File: src/rtl/add_sub_pkg.sv
// Shared types and the prefix-combine operators for the 16-bit Kogge-Stone adder/subtractor.
package add_sub_pkg;

  localparam int W      = 16;
  localparam int LEVELS = 4;

  typedef struct packed {
    logic g;
    logic p;
  } gp_t;

  // Black cell: group (G,P) of the high span absorbs the adjacent low span.
  function automatic gp_t gp_combine(input gp_t hi, input gp_t lo);
    gp_t r;
    r.g = hi.g | (hi.p & lo.g);
    r.p = hi.p & lo.p;
    return r;
  endfunction

  // Gray cell: once a group reaches bit 0 only its generate is ever needed.
  function automatic logic gray_combine(input logic g_hi, input logic p_hi, input logic g_lo);
    return g_hi | (p_hi & g_lo);
  endfunction

endpackage

File: src/rtl/add_sub16_prefix_cell.sv
// One black cell of the prefix network: merges a high (G,P) group with the adjacent low group.
module prefix_cell
  import add_sub_pkg::*;
(
  input  logic g_hi,
  input  logic p_hi,
  input  logic g_lo,
  input  logic p_lo,
  output logic g,
  output logic p
);

  gp_t res;

  assign res = gp_combine(gp_t'({g_hi, p_hi}), gp_t'({g_lo, p_lo}));
  assign g   = res.g;
  assign p   = res.p;

endmodule

File: src/rtl/add_sub16.sv
// 16-bit registered add/subtract on a 4-level Kogge-Stone carry tree; cin=1 selects a-b.
module add_sub16
  import add_sub_pkg::*;
(
  input  logic         clk,
  input  logic         rst,
  input  logic [W-1:0] a,
  input  logic [W-1:0] b,
  input  logic         cin,
  output logic [W-1:0] S,
  output logic         cout,
  output logic         ovf
);

  logic [W-1:0]            bb;
  logic [W-1:0]            g;
  logic [W-1:0]            p;
  logic [LEVELS:0][W-1:0]  gl;
  logic [W-1:2]            p1;
  logic [W-1:4]            p2;
  logic [W-1:8]            p3;
  logic [W-1:0]            sum;
  logic                    cout_n;
  logic                    ovf_n;

  assign bb    = b ^ {W{cin}};
  assign g     = a & bb;
  assign p     = a ^ bb;
  assign gl[0] = {g[W-1:1], g[0] | (p[0] & cin)};

  // Group P is kept only where a later black cell still reads it (groups not yet reaching bit 0).
  for (genvar col = 0; col < W; col++) begin : lvl0
    if (col < 1) begin : pass
      assign gl[1][col] = gl[0][col];
    end else if (col < 2) begin : gray
      assign gl[1][col] = gray_combine(gl[0][col], p[col], gl[0][col-1]);
    end else begin : black
      prefix_cell u_cell (
        .g_hi(gl[0][col]), .p_hi(p[col]), .g_lo(gl[0][col-1]), .p_lo(p[col-1]),
        .g(gl[1][col]), .p(p1[col])
      );
    end
  end

  for (genvar col = 0; col < W; col++) begin : lvl1
    if (col < 2) begin : pass
      assign gl[2][col] = gl[1][col];
    end else if (col < 4) begin : gray
      assign gl[2][col] = gray_combine(gl[1][col], p1[col], gl[1][col-2]);
    end else begin : black
      prefix_cell u_cell (
        .g_hi(gl[1][col]), .p_hi(p1[col]), .g_lo(gl[1][col-2]), .p_lo(p1[col-2]),
        .g(gl[2][col]), .p(p2[col])
      );
    end
  end

  for (genvar col = 0; col < W; col++) begin : lvl2
    if (col < 4) begin : pass
      assign gl[3][col] = gl[2][col];
    end else if (col < 8) begin : gray
      assign gl[3][col] = gray_combine(gl[2][col], p2[col], gl[2][col-4]);
    end else begin : black
      prefix_cell u_cell (
        .g_hi(gl[2][col]), .p_hi(p2[col]), .g_lo(gl[2][col-4]), .p_lo(p2[col-4]),
        .g(gl[3][col]), .p(p3[col])
      );
    end
  end

  for (genvar col = 0; col < W; col++) begin : lvl3
    if (col < 8) begin : pass
      assign gl[4][col] = gl[3][col];
    end else begin : gray
      assign gl[4][col] = gray_combine(gl[3][col], p3[col], gl[3][col-8]);
    end
  end

  assign sum    = p ^ {gl[LEVELS][W-2:0], cin};
  assign cout_n = gl[LEVELS][W-1];
  assign ovf_n  = (a[W-1] == bb[W-1]) & (sum[W-1] != a[W-1]);

  always_ff @(posedge clk or posedge rst) begin
    if (rst) begin
      S    <= '0;
      cout <= 1'b0;
      ovf  <= 1'b0;
    end else begin
      S    <= sum;
      cout <= cout_n;
      ovf  <= ovf_n;
    end
  end

endmodule

File: config.mk
export PLATFORM = sky130hd
export DESIGN_NAME = add_sub16
export DESIGN_NICKNAME = d
export VERILOG_FILES = /design/src/rtl/add_sub_pkg.sv /design/src/rtl/add_sub16_prefix_cell.sv /design/src/rtl/add_sub16.sv
export SDC_FILE = /design/constraint.sdc
export NUM_CORES = 1
export LEC_CHECK = 0
export ABC_AREA = 1
export CAP_MARGIN = 20
export CORE_MARGIN = 2
export CORE_UTILIZATION = 47
export CTS_BUF_LIST = sky130_fd_sc_hd__clkbuf_2
export CTS_CLUSTER_SIZE = 30
export DETAILED_ROUTE_END_ITERATION = 7
export PLACE_DENSITY = 0.8
export SYNTH_ARGS = -nofsm -noshare
export SYNTH_HDL_FRONTEND = slang
export SYNTH_SLANG_ARGS = --single-unit
File: constraint.sdc
create_clock -name clk -period 0.8 [get_ports clk]
set_clock_uncertainty 0.2 [all_clocks]
set_input_delay 0.08 -clock clk [delete_from_list [all_inputs] [get_ports clk]]
set_output_delay 0.08 -clock clk [all_outputs]
set_load 0.02 [all_outputs]
==> PnR_summary.wiki, run 1 <==
{| class="wikitable"
! Metric !! Value
|-
| Warnings, synthesis || 0
|-
| Final estimated routing congestion in global placement || 0.891
|-
| Tool Error || [ERROR DPL-0038] Utilization greater than 100%, impossible to legalize
|-
| Number of buffers created by CTS || 3
|-
| Area fraction in and, or, nand and nor cells after synthesis || 27.1%
|-
| Maximum count of clock buffers along a single path || 2
|-
| Proportion of synthesized chip area in sequential cells || 29.7%
|-
| Result of the run || did not finish
|-
| Synth Area in Compound Gates || 8.42%
|-
| I/O Pins || 53
|-
| # clock sinks || 18
|-
| Maximum number of pins on one net before global-route repair || 19
|-
| CTS root buf || sky130_fd_sc_hd__clkbuf_2
|-
| Yosys cell types || 27
|-
| Cell area after technology mapping || 0.00152 sq mm
|-
| Most used DFF post-synth || sky130_fd_sc_hd__dfrtp_1
|-
| Last stage reached || 5_1_grt
|-
| Cell count after synthesis || 184
|-
| GRT repair_timing worst endpoint || S[15]$_DFF_PP0_/D
|-
| Number of flops mapped to enable cells by yosys || 0
|-
| Largest family of logic cells by synthesized area || simple AND/OR/NAND/NOR gates
|-
| Category of the worst endpoint || register data pin
|-
| Detail Placement HPWL || 2.64 mm
|-
| Number of input and output port buffers inserted || 52
|-
| Total number of placement rows || 20
|-
| Effective utilization at floorplan || 49.7%
|-
| Chip height || 60.8 um
|-
| FFs w/ async S/R, synth || 100%
|-
| Parity-gate share of the synthesized area counting xor and xnor cells || 14.4%
|-
| Share of synthesized cell area in full adder, half adder and majority cells || 14.5%
|-
| Net count after synthesis || 236
|-
| Flip-flop and latch count after synthesis || 18
|-
| Average cell area after synthesis || 8.24 sq um
|-
| Die width || 60.8 um
|-
| Share of cell area taken by muxes after synthesis || 0%
|-
| CTS H-tree depth || 1
|}
## Yosys cell counts, drive strengths merged (2+ instances only)
library cell  number  area share [%]
xnor2              2             1.2
nor3               2            0.99
o21ai              3            0.99
inv               19             4.7
nand2             50              16
ha                16              13
nor2              12             3.5
dfrtp             18              30
a21oi             15             5.4
a21o               2            0.99
nand3             14             5.0
xor2              23              13
buf                2             1.1
## metrics by stage
| stage | setup TNS (ns) | area [sq um] | cells | worst slack [ns] |
|---|---|---|---|---|
| after floorplan | -13.69 | 1560 | 184 | -1.00 |
| after CTS | -16.17 | 2680 | 323 | -0.777 |
| after detailed placement | -30.69 | 2350 | 308 | -1.50 |
| after global placement | -30.18 | 2350 | 308 | -1.46 |
## cell families after synthesis
family                   after synthesis
AND/OR/NAND/NOR                       81
buffers and inverters                 21
flip-flops                            18
AO/OA/AOI/OAI                         22
XOR/XNOR                              25
adder cells (fa/ha/maj)               17
## what timing repair did
item	in CTS
resized for setup	175
buffers inserted	12
pin swaps	65
cloned	1
endpoints found under the hold margin	18
setup endpoints to repair	36
==> run 2: changes to the inputs <==
Settings changed: CORE_UTILIZATION 47 to 40, CTS_BUF_LIST sky130_fd_sc_hd__clkbuf_2 to unset, CTS_CLUSTER_SIZE 30 to unset, PLACE_DENSITY 0.8 to unset, PLACE_DENSITY_LB_ADDON set to 0.15.
==> run 2 against run 1 <==
  * The flow now finishes, with violations (hold timing, setup timing)
  * Synthesized area stayed put
  * Synthesized cell count stayed put
==> PnR_summary.wiki, run 2 <==
{| class="wikitable"
! Metric !! Value
|-
| Sw frac || 37.9%
|-
| Most common cell after layout, fill and taps aside || sky130_fd_sc_hd__buf_4
|-
| Crit start category || input pin
|-
| Detail-routed net length per standard cell || 13.7 um
|-
| Final estimated routing congestion in global placement || 0.864 (-3.0%)
|-
| CTS H-tree depth || 1 (unchanged)
|-
| Share of Yosys cell area claimed by the top area cell type || 29.7% (unchanged)
|-
| Area growth from synthesis to final layout || 92.3%
|-
| Result of the run || finished, violations left
|-
| Slew Limit Fails || 0
|-
| I/O Pins || 53 (unchanged)
|-
| Number of diodes || 0
|-
| Number of flip-flops under the largest register name || 16
|-
| Die width || 65.6 um (+7.8%)
|-
| Switching pwr || 1.97 mW
|-
| Fraction of layout instances using a drive strength above 1 || 52.1%
|-
| Most used DFF post-synth || sky130_fd_sc_hd__dfrtp_1
|-
| Clock tree from TritonCTS || built
|-
| Post-route fraction of the period consumed by the critical path || 206%
|-
| Routed WL || 4.51 mm
|-
| Number of flops mapped to enable cells by yosys || 0 (unchanged)
|-
| Area occupied by multi-input gates || 0.00136 sq mm
|-
| DRT iter0 DRCs || 104
|-
| Antenna violations before repair || 0
|-
| FFs w/ async S/R, synth || 100% (unchanged)
|-
| Min cycle time layout || 1.65 ns
|-
| Worst slew pin tran || 0.283 ns
|-
| Setup repair after global routing missed its margin || true
|-
| Largest fanout on the critical path || 7
|-
| Failing checks || hold timing, setup timing
|-
| Detail Placement HPWL || 2.65 mm (+0.53%)
|-
| Total GRT Usage || 19.3%
|-
| Leading cell type by number of instances after synthesis || sky130_fd_sc_hd__nand2_1
|-
| Average cell area after synthesis || 8.24 sq um (unchanged)
|-
| Most used standard cells in the synthesized netlist || sky130_fd_sc_hd__nand2_1 (40), sky130_fd_sc_hd__xor2_1 (23), sky130_fd_sc_hd__dfrtp_1 (18)
|-
| Non-Filler Instances || 330
|-
| Leak Pwr || 1.42 nW
|-
| P_int || 3.22 mW
|-
| # DRC || 0
|-
| Slew Limit Headroom || 81.1%
|-
| Register cell area after layout || 450 sq um
|-
| Post-detailed-route count of antenna-violating nets || 0
|-
| Number of detailed-route iterations in the first pass || 4
|-
| Effective utilization at floorplan || 41.4% (-8.3 points)
|-
| Remaining global-route overflow || 0
|-
| Regs by FF count || S: 16 flops, cout: 1 flops, ovf: 1 flops
|-
| DR vias || 1613
|-
| Filler Cells Inserted || 232
|-
| Series of cell instances along the critical path || buf_12, buf_16, buf_4, nand2_4, nand2_4, fa_2, nand2_2, nand2_2, nand3_2, nand2_4, a21oi_4, xnor2_2
|-
| Proportion of synthesized chip area in sequential cells || 29.7% (unchanged)
|-
| Vias per inst || 4.89
|-
| Finished layout cell area || 0.00292 sq mm
|-
| Required time of the critical path || 0.76 ns
|-
| Post-layout nets || 335
|-
| # clock sinks || 18 (unchanged)
|-
| Cell count after synthesis || 184 (unchanged)
|-
| Total setup violations reported at the end of the flow || 35
|-
| Maximum count of clock buffers along a single path || 2 (unchanged)
|-
| Part of the total power dissipated in the clock network || 13.7%
|-
| Final hold violation count || 18
|-
| Cell area after technology mapping || 0.00152 sq mm (unchanged)
|-
| Largest area contributor in the synthesized netlist || sky130_fd_sc_hd__dfrtp_1
|-
| Cell mode on critical path || sky130_fd_sc_hd__nand2_4
|-
| Max IR drop VDD || 0.714 mV
|-
| Critical Path Slowest Stage Cell || sky130_fd_sc_hd__fa_2
|-
| Core Footprint || 0.00366 sq mm
|-
| Crit Path Category || input pin to flop
|-
| Part of the total power dissipated in sequential elements || 24.5%
|-
| Placed Area || 0.00233 sq mm (-0.75%)
|-
| Area of the die || 0.00430 sq mm
|-
| Crit path DAT || 1.61 ns
|-
| Worst Setup Slack, final || -0.851 ns
|-
| Fmax || 606 MHz
|-
| Maximum number of pins on one net before global-route repair || 19
|-
| DP Cell Count || 309 (+0.32%)
|-
| Number of buffers created by CTS || 3 (unchanged)
|-
| Flip-flop and latch count after synthesis || 18 (unchanged)
|-
| Top area cells in the synthesized netlist || sky130_fd_sc_hd__dfrtp_1 (30%), sky130_fd_sc_hd__xor2_1 (13%), sky130_fd_sc_hd__ha_1 (13%), sky130_fd_sc_hd__nand2_1 (9.9%), sky130_fd_sc_hd__nand2_4 (5.2%)
|-
| CTS root buf || sky130_fd_sc_hd__clkbuf_8
|-
| Clock-pin slew reported for the worst setup and hold paths after clock tree synthesis || 0.06 ns
|-
| Warnings, synthesis || 0 (unchanged)
|-
| Number of violations of the max-capacitance limit || 0
|-
| Power Dens Cells || 1780 mW/mm^2
|-
| Register containing the most flip-flops in the final layout || S
|-
| Number of input and output port buffers inserted || 52 (unchanged)
|-
| Chip height || 65.6 um (+7.8%)
|-
| Type of destination of the critical path || flop
|-
| Max stage delay on crit path || 0.36 ns
|-
| Hold Worst Slack || -0.0596 ns
|-
| Top library cells by usage in the layout, fill and taps aside || sky130_fd_sc_hd__buf_4 (38), sky130_fd_sc_hd__nand2_1 (28), sky130_fd_sc_hd__buf_6 (21)
|-
| Combinational Power Share || 61.8%
|-
| Total number of placement rows || 22 (+10%)
|-
| Global-route wire length before repair || 6.47 mm
|-
| Via count of the first global-routing pass || 1496
|-
| Path category of the worst min-delay check || input pin to asynchronous set/reset pin
|-
| Net count after synthesis || 236 (unchanged)
|-
| Yosys cell types || 27 (unchanged)
|}
run 2: cell counts after synthesis:
No cell type changed its count.
run 2: critical path: cells and delay by family:
| family | cells | cell delay (ns) |
|---|---|---|
| and+or+nand+nor | 6 | 0.43 |
| buffers and inverters | 3 | 0.39 |
| adders and majority gates | 1 | 0.36 |
| AOI/OAI and AO/OA | 1 | 0.20 |
| xor gates and xnor gates | 1 | 0.14 |
run 2: cell type report:
cell class / instances / share of cell area (%)
multi-input combinational: 145 / 46.5
timing repair buffer: 96 / 31.6
sequential: 18 / 15.4
inverter: 19 / 2.45
tap: 48 / 2.06
clock buffer: 4 / 1.89
run 2: kinds of logic after synthesis:
family / count (synthesis) / share of synthesized area (%)
flip-flops: 18 / 29.7
buffers and inverters: 21 / 5.77
AO/OA/AOI/OAI: 22 / 8.42
adder cells (fa/ha/maj): 17 / 14.5
XOR/XNOR: 25 / 14.4
AND/OR/NAND/NOR: 81 / 27.1
run 2: metrics by stage:
| step | power (mW) | TNS (ns) | hold WS, ns | setup WS (ns) | utilization, % |
|---|---|---|---|---|---|
| after floorplan | 2.57 | -13.69 | -0.181 | -1.00 | - |
| after global placement | 3.67 | -30.19 | 0.217 | -1.47 | 63.7 |
| after detailed placement | 3.70 | -30.63 | 0.209 | -1.51 | 63.7 |
| after CTS | 4.80 | -16.37 | -0.0537 | -0.831 | 72.7 |
| after global routing | 5.48 | -17.81 | -0.0454 | -0.900 | 79.7 |
| final | 5.19 | -16.57 | -0.0596 | -0.851 | 79.7 |
run 2: per-layer routing:
layer,GRT usage (%),wire (um)
met5,0,0
met4,9.64,129
met3,1.54,188
met1,24.9,1980
met2,32.4,2210
run 2: how the worst max path moves through the flow:
| stage | startpoint | to | slack, ns | depth (start not counted) |
|---|---|---|---|---|
| after floorplan | cin | ovf$_DFF_PP0_ | -1.00 | 14 |
| after global placement | cin | cout$_DFF_PP0_ | -1.47 | 11 |
| after detailed placement | cin | S[14]$_DFF_PP0_ | -1.51 | 10 |
| after CTS | cin | ovf$_DFF_PP0_ | -0.83 | 10 |
| after global routing | cin | S[10]$_DFF_PP0_ | -0.90 | 12 |
| final | cin | S[10]$_DFF_PP0_ | -0.85 | 12 |
run 2: power by group through the flow:
stage / Sequential (mW) / Combinational, mW / Clock, mW
after floorplan: 1.57 / 1.00 / 0
after global placement: 1.23 / 2.44 / 0
after detailed placement: 1.23 / 2.47 / 0
after CTS: 1.27 / 2.80 / 0.728
after global routing: 1.29 / 3.42 / 0.780
final: 1.27 / 3.21 / 0.712
run 2: repair_timing:
item                                   CTS  global route
cloned                                   1             0
setup buffers                           15             2
pin swaps                               60            28
gates resized for setup                165            42
setup endpoints to repair               36            35
endpoints found under the hold margin   18            18
Note: power is estimated with default switching activity, not from simulation.
==> run 3: changes to the inputs <==
Settings changed: CELL_PAD_IN_SITES_DETAIL_PLACEMENT set to 0, CELL_PAD_IN_SITES_GLOBAL_PLACEMENT set to 1, CORE_UTILIZATION 40 to 33, CTS_BUF_LIST set to sky130_fd_sc_hd__clkbuf_4, SKIP_LAST_GASP set to 1.
==> run 3 against run 2 <==
  * Highest routed layer unchanged
  * Worst setup slack gained 0.16 ns
  * Combinational power is 4% lower
  * Wire length decreased by 8.1%
  * The flow still finishes with violations (hold timing, setup timing)
  * Global-route usage down 2.6 points
==> PnR_summary.wiki, run 3 (synthesis gave the netlist of run 2 again) <==
{| class="wikitable"
! Metric !! Value
|-
| Top library cells by usage in the layout, fill and taps aside || sky130_fd_sc_hd__nand2_1 (33), sky130_fd_sc_hd__buf_4 (33), sky130_fd_sc_hd__buf_6 (21)
|-
| Worst Setup Slack, final || -0.689 ns (+0.162 ns)
|-
| Hold Worst Slack || -0.104 ns (-0.0444 ns)
|-
| I/O Pins || 53 (unchanged)
|-
| Number of input and output port buffers inserted || 52 (unchanged)
|-
| Effective utilization at floorplan || 34.6% (-6.8 points)
|-
| # DRC || 0 (unchanged)
|-
| Slew Limit Fails || 0 (unchanged)
|-
| Maximum count of clock buffers along a single path || 2 (unchanged)
|-
| Post-route fraction of the period consumed by the critical path || 186% (-20 points)
|-
| Routed WL || 4.15 mm (-8.1%)
|-
| Required time of the critical path || 0.79 ns (+0.03 ns)
|-
| Antenna violations before repair || 0 (unchanged)
|-
| Largest fanout on the critical path || 8 (+1)
|-
| Chip height || 71.8 um (+9.5%)
|-
| Area of the die || 0.00515 sq mm (+20%)
|-
| Clock-pin slew reported for the worst setup and hold paths after clock tree synthesis || 0.12 ns (+0.06 ns)
|-
| Total power || 4.85 mW (-6.5%)
|-
| Post-detailed-route count of antenna-violating nets || 0 (unchanged)
|-
| Area growth from synthesis to final layout || 91.7%
|-
| Via count of the first global-routing pass || 1549 (+3.5%)
|-
| Fmax || 672 MHz (+11%)
|-
| Max IR drop VDD || 0.713 mV (-0.19%)
|-
| Crit Path Category || input pin to flop
|-
| Path category of the worst min-delay check || input pin to asynchronous set/reset pin
|-
| Detail Placement HPWL || 2.95 mm (+11%)
|-
| CTS H-tree depth || 1 (unchanged)
|-
| Result of the run || finished, violations left
|-
| Setup Slack @ Placement || -1.51 ns (-0.00434 ns)
|-
| Remaining global-route overflow || 0 (unchanged)
|-
| Register containing the most flip-flops in the final layout || S
|-
| Crit start category || input pin
|-
| Leak Pwr || 1.42 nW (+0.19%)
|-
| Final hold violation count || 19 (+1)
|-
| Power Dens Cells || 1670 mW/mm^2 (-6.2%)
|-
| Number of detailed-route iterations in the first pass || 4 (unchanged)
|-
| Failing checks || hold timing, setup timing
|-
| Detail-routed net length per standard cell || 12.6 um (-7.9%)
|-
| DRT iter0 DRCs || 63 (-39%)
|-
| Regs by FF count || S: 16 flops, cout: 1 flops, ovf: 1 flops
|-
| Worst slew pin tran || 0.249 ns (-0.0343 ns)
|-
| CTS root buf || sky130_fd_sc_hd__clkbuf_4
|-
| Total number of placement rows || 24 (+9.1%)
|-
| Slew Limit Headroom || 83.4% (+2.3 points)
|-
| Number of violations of the max-capacitance limit || 0 (unchanged)
|-
| DR vias || 1483 (-8.1%)
|-
| Vias per inst || 4.51 (-7.8%)
|-
| Min cycle time layout || 1.49 ns (-0.162 ns)
|-
| Filler Cells Inserted || 369 (+59%)
|-
| Crit path DAT || 1.48 ns (-0.13 ns)
|-
| Number of flip-flops under the largest register name || 16 (unchanged)
|-
| Maximum number of pins on one net before global-route repair || 19 (unchanged)
|-
| Clock tree from TritonCTS || built
|-
| # clock sinks || 18 (unchanged)
|-
| Core Footprint || 0.00438 sq mm (+20%)
|-
| Sum of negative setup slack || -15.32 ns (+1.25 ns)
|-
| Global-route wire length before repair || 6.89 mm (+6.5%)
|-
| Die width || 71.8 um (+9.5%)
|-
| Number of buffers created by CTS || 3 (unchanged)
|-
| Fraction of layout instances using a drive strength above 1 || 52.0% (-0.14 points)
|-
| Number of diodes || 0 (unchanged)
|-
| Final estimated routing congestion in global placement || 0.722 (-16%)
|-
| Total GRT Usage || 16.7% (-2.6 points)
|-
| Setup repair after global routing missed its margin || true
|-
| Type of destination of the critical path || flop
|-
| Total setup violations reported at the end of the flow || 35 (unchanged)
|-
| Post-layout nets || 330 (-1.5%)
|}
[run 3: cell types whose count changed in the layout (fill, tap and decap cells not counted), moves of 4 or more]
cell,before,now
sky130_fd_sc_hd__buf_4,38,33
sky130_fd_sc_hd__clkbuf_8,4,0
sky130_fd_sc_hd__clkdlybuf4s50_1,14,7
sky130_fd_sc_hd__dlymetal6s2s_1,1,5
sky130_fd_sc_hd__nand2_1,28,33
sky130_fd_sc_hd__nand2_2,12,6
sky130_fd_sc_hd__xor2_1,14,8
sky130_fd_sc_hd__xor2_2,8,13
[run 3: cell type report]
type / instances / area (sq um) / share of cell area (%)
clock buffers: 3 / 22.5 / 0.775
multi-input cells: 145 / 1420 / 48.8
repair buffers: 91 / 876 / 30.1
clock inverters: 1 / 3.75 / 0.129
flip-flops and latches: 18 / 450 / 15.5
inverters: 19 / 71.3 / 2.45
well taps: 52 / 65.1 / 2.24
[run 3: power by group]
part	internal (mW)	switching, mW
combinational	1.60	1.49
sequential	1.16	0.108
clock	0.181	0.316
[run 3: worst max-delay path by stage]
stage	from	depth (start not counted)	end
after floorplan	cin	14	ovf$_DFF_PP0_
final	cin	9	S[12]$_DFF_PP0_
after global placement	cin	14	ovf$_DFF_PP0_
after detailed placement	cin	14	ovf$_DFF_PP0_
after global routing	cin	11	S[13]$_DFF_PP0_
after CTS	cin	12	S[15]$_DFF_PP0_
[run 3: critical path, stage by stage]
cell and delay, ns:
sky130_fd_sc_hd__buf_8 0.11, sky130_fd_sc_hd__buf_12 0.14, sky130_fd_sc_hd__xor2_1 0.14, sky130_fd_sc_hd__ha_1 0.32
sky130_fd_sc_hd__or2_1 0.24, sky130_fd_sc_hd__and2_4 0.17, sky130_fd_sc_hd__nand3_2 0.06, sky130_fd_sc_hd__nand3_2 0.07
sky130_fd_sc_hd__xor2_1 0.14
[run 3: timing repair]
item / in CTS / in global routing
pin swaps: 62 / 24
endpoints found under the setup margin: 36 / 35
gates resized for setup: 185 / 35
gates cloned: 1 / 0
endpoints found under the hold margin: 18 / 19
setup buffers: 13 / 0
[run 3: through the flow]
stage	area, sq um	hold WS [ns]	util, %	cells
6_report	2910	-0.104	66.3	329
5_1_grt	2910	-0.101	66.3	329
2_1_floorplan	1560	-0.181	-	184
4_1_cts	2710	-0.126	61.8	329
3_3_place_gp	2340	0.220	53.3	313
3_5_place_dp	2340	0.213	53.3	313
[run 3: routing by layer]
metal | part of all wire (%) | global-route usage [%]
met1 | 44 | 22.5
met2 | 49 | 27.9
met3 | 6.0 | 2.53
met4 | 0.87 | 4.61
met5 | 0 | 0
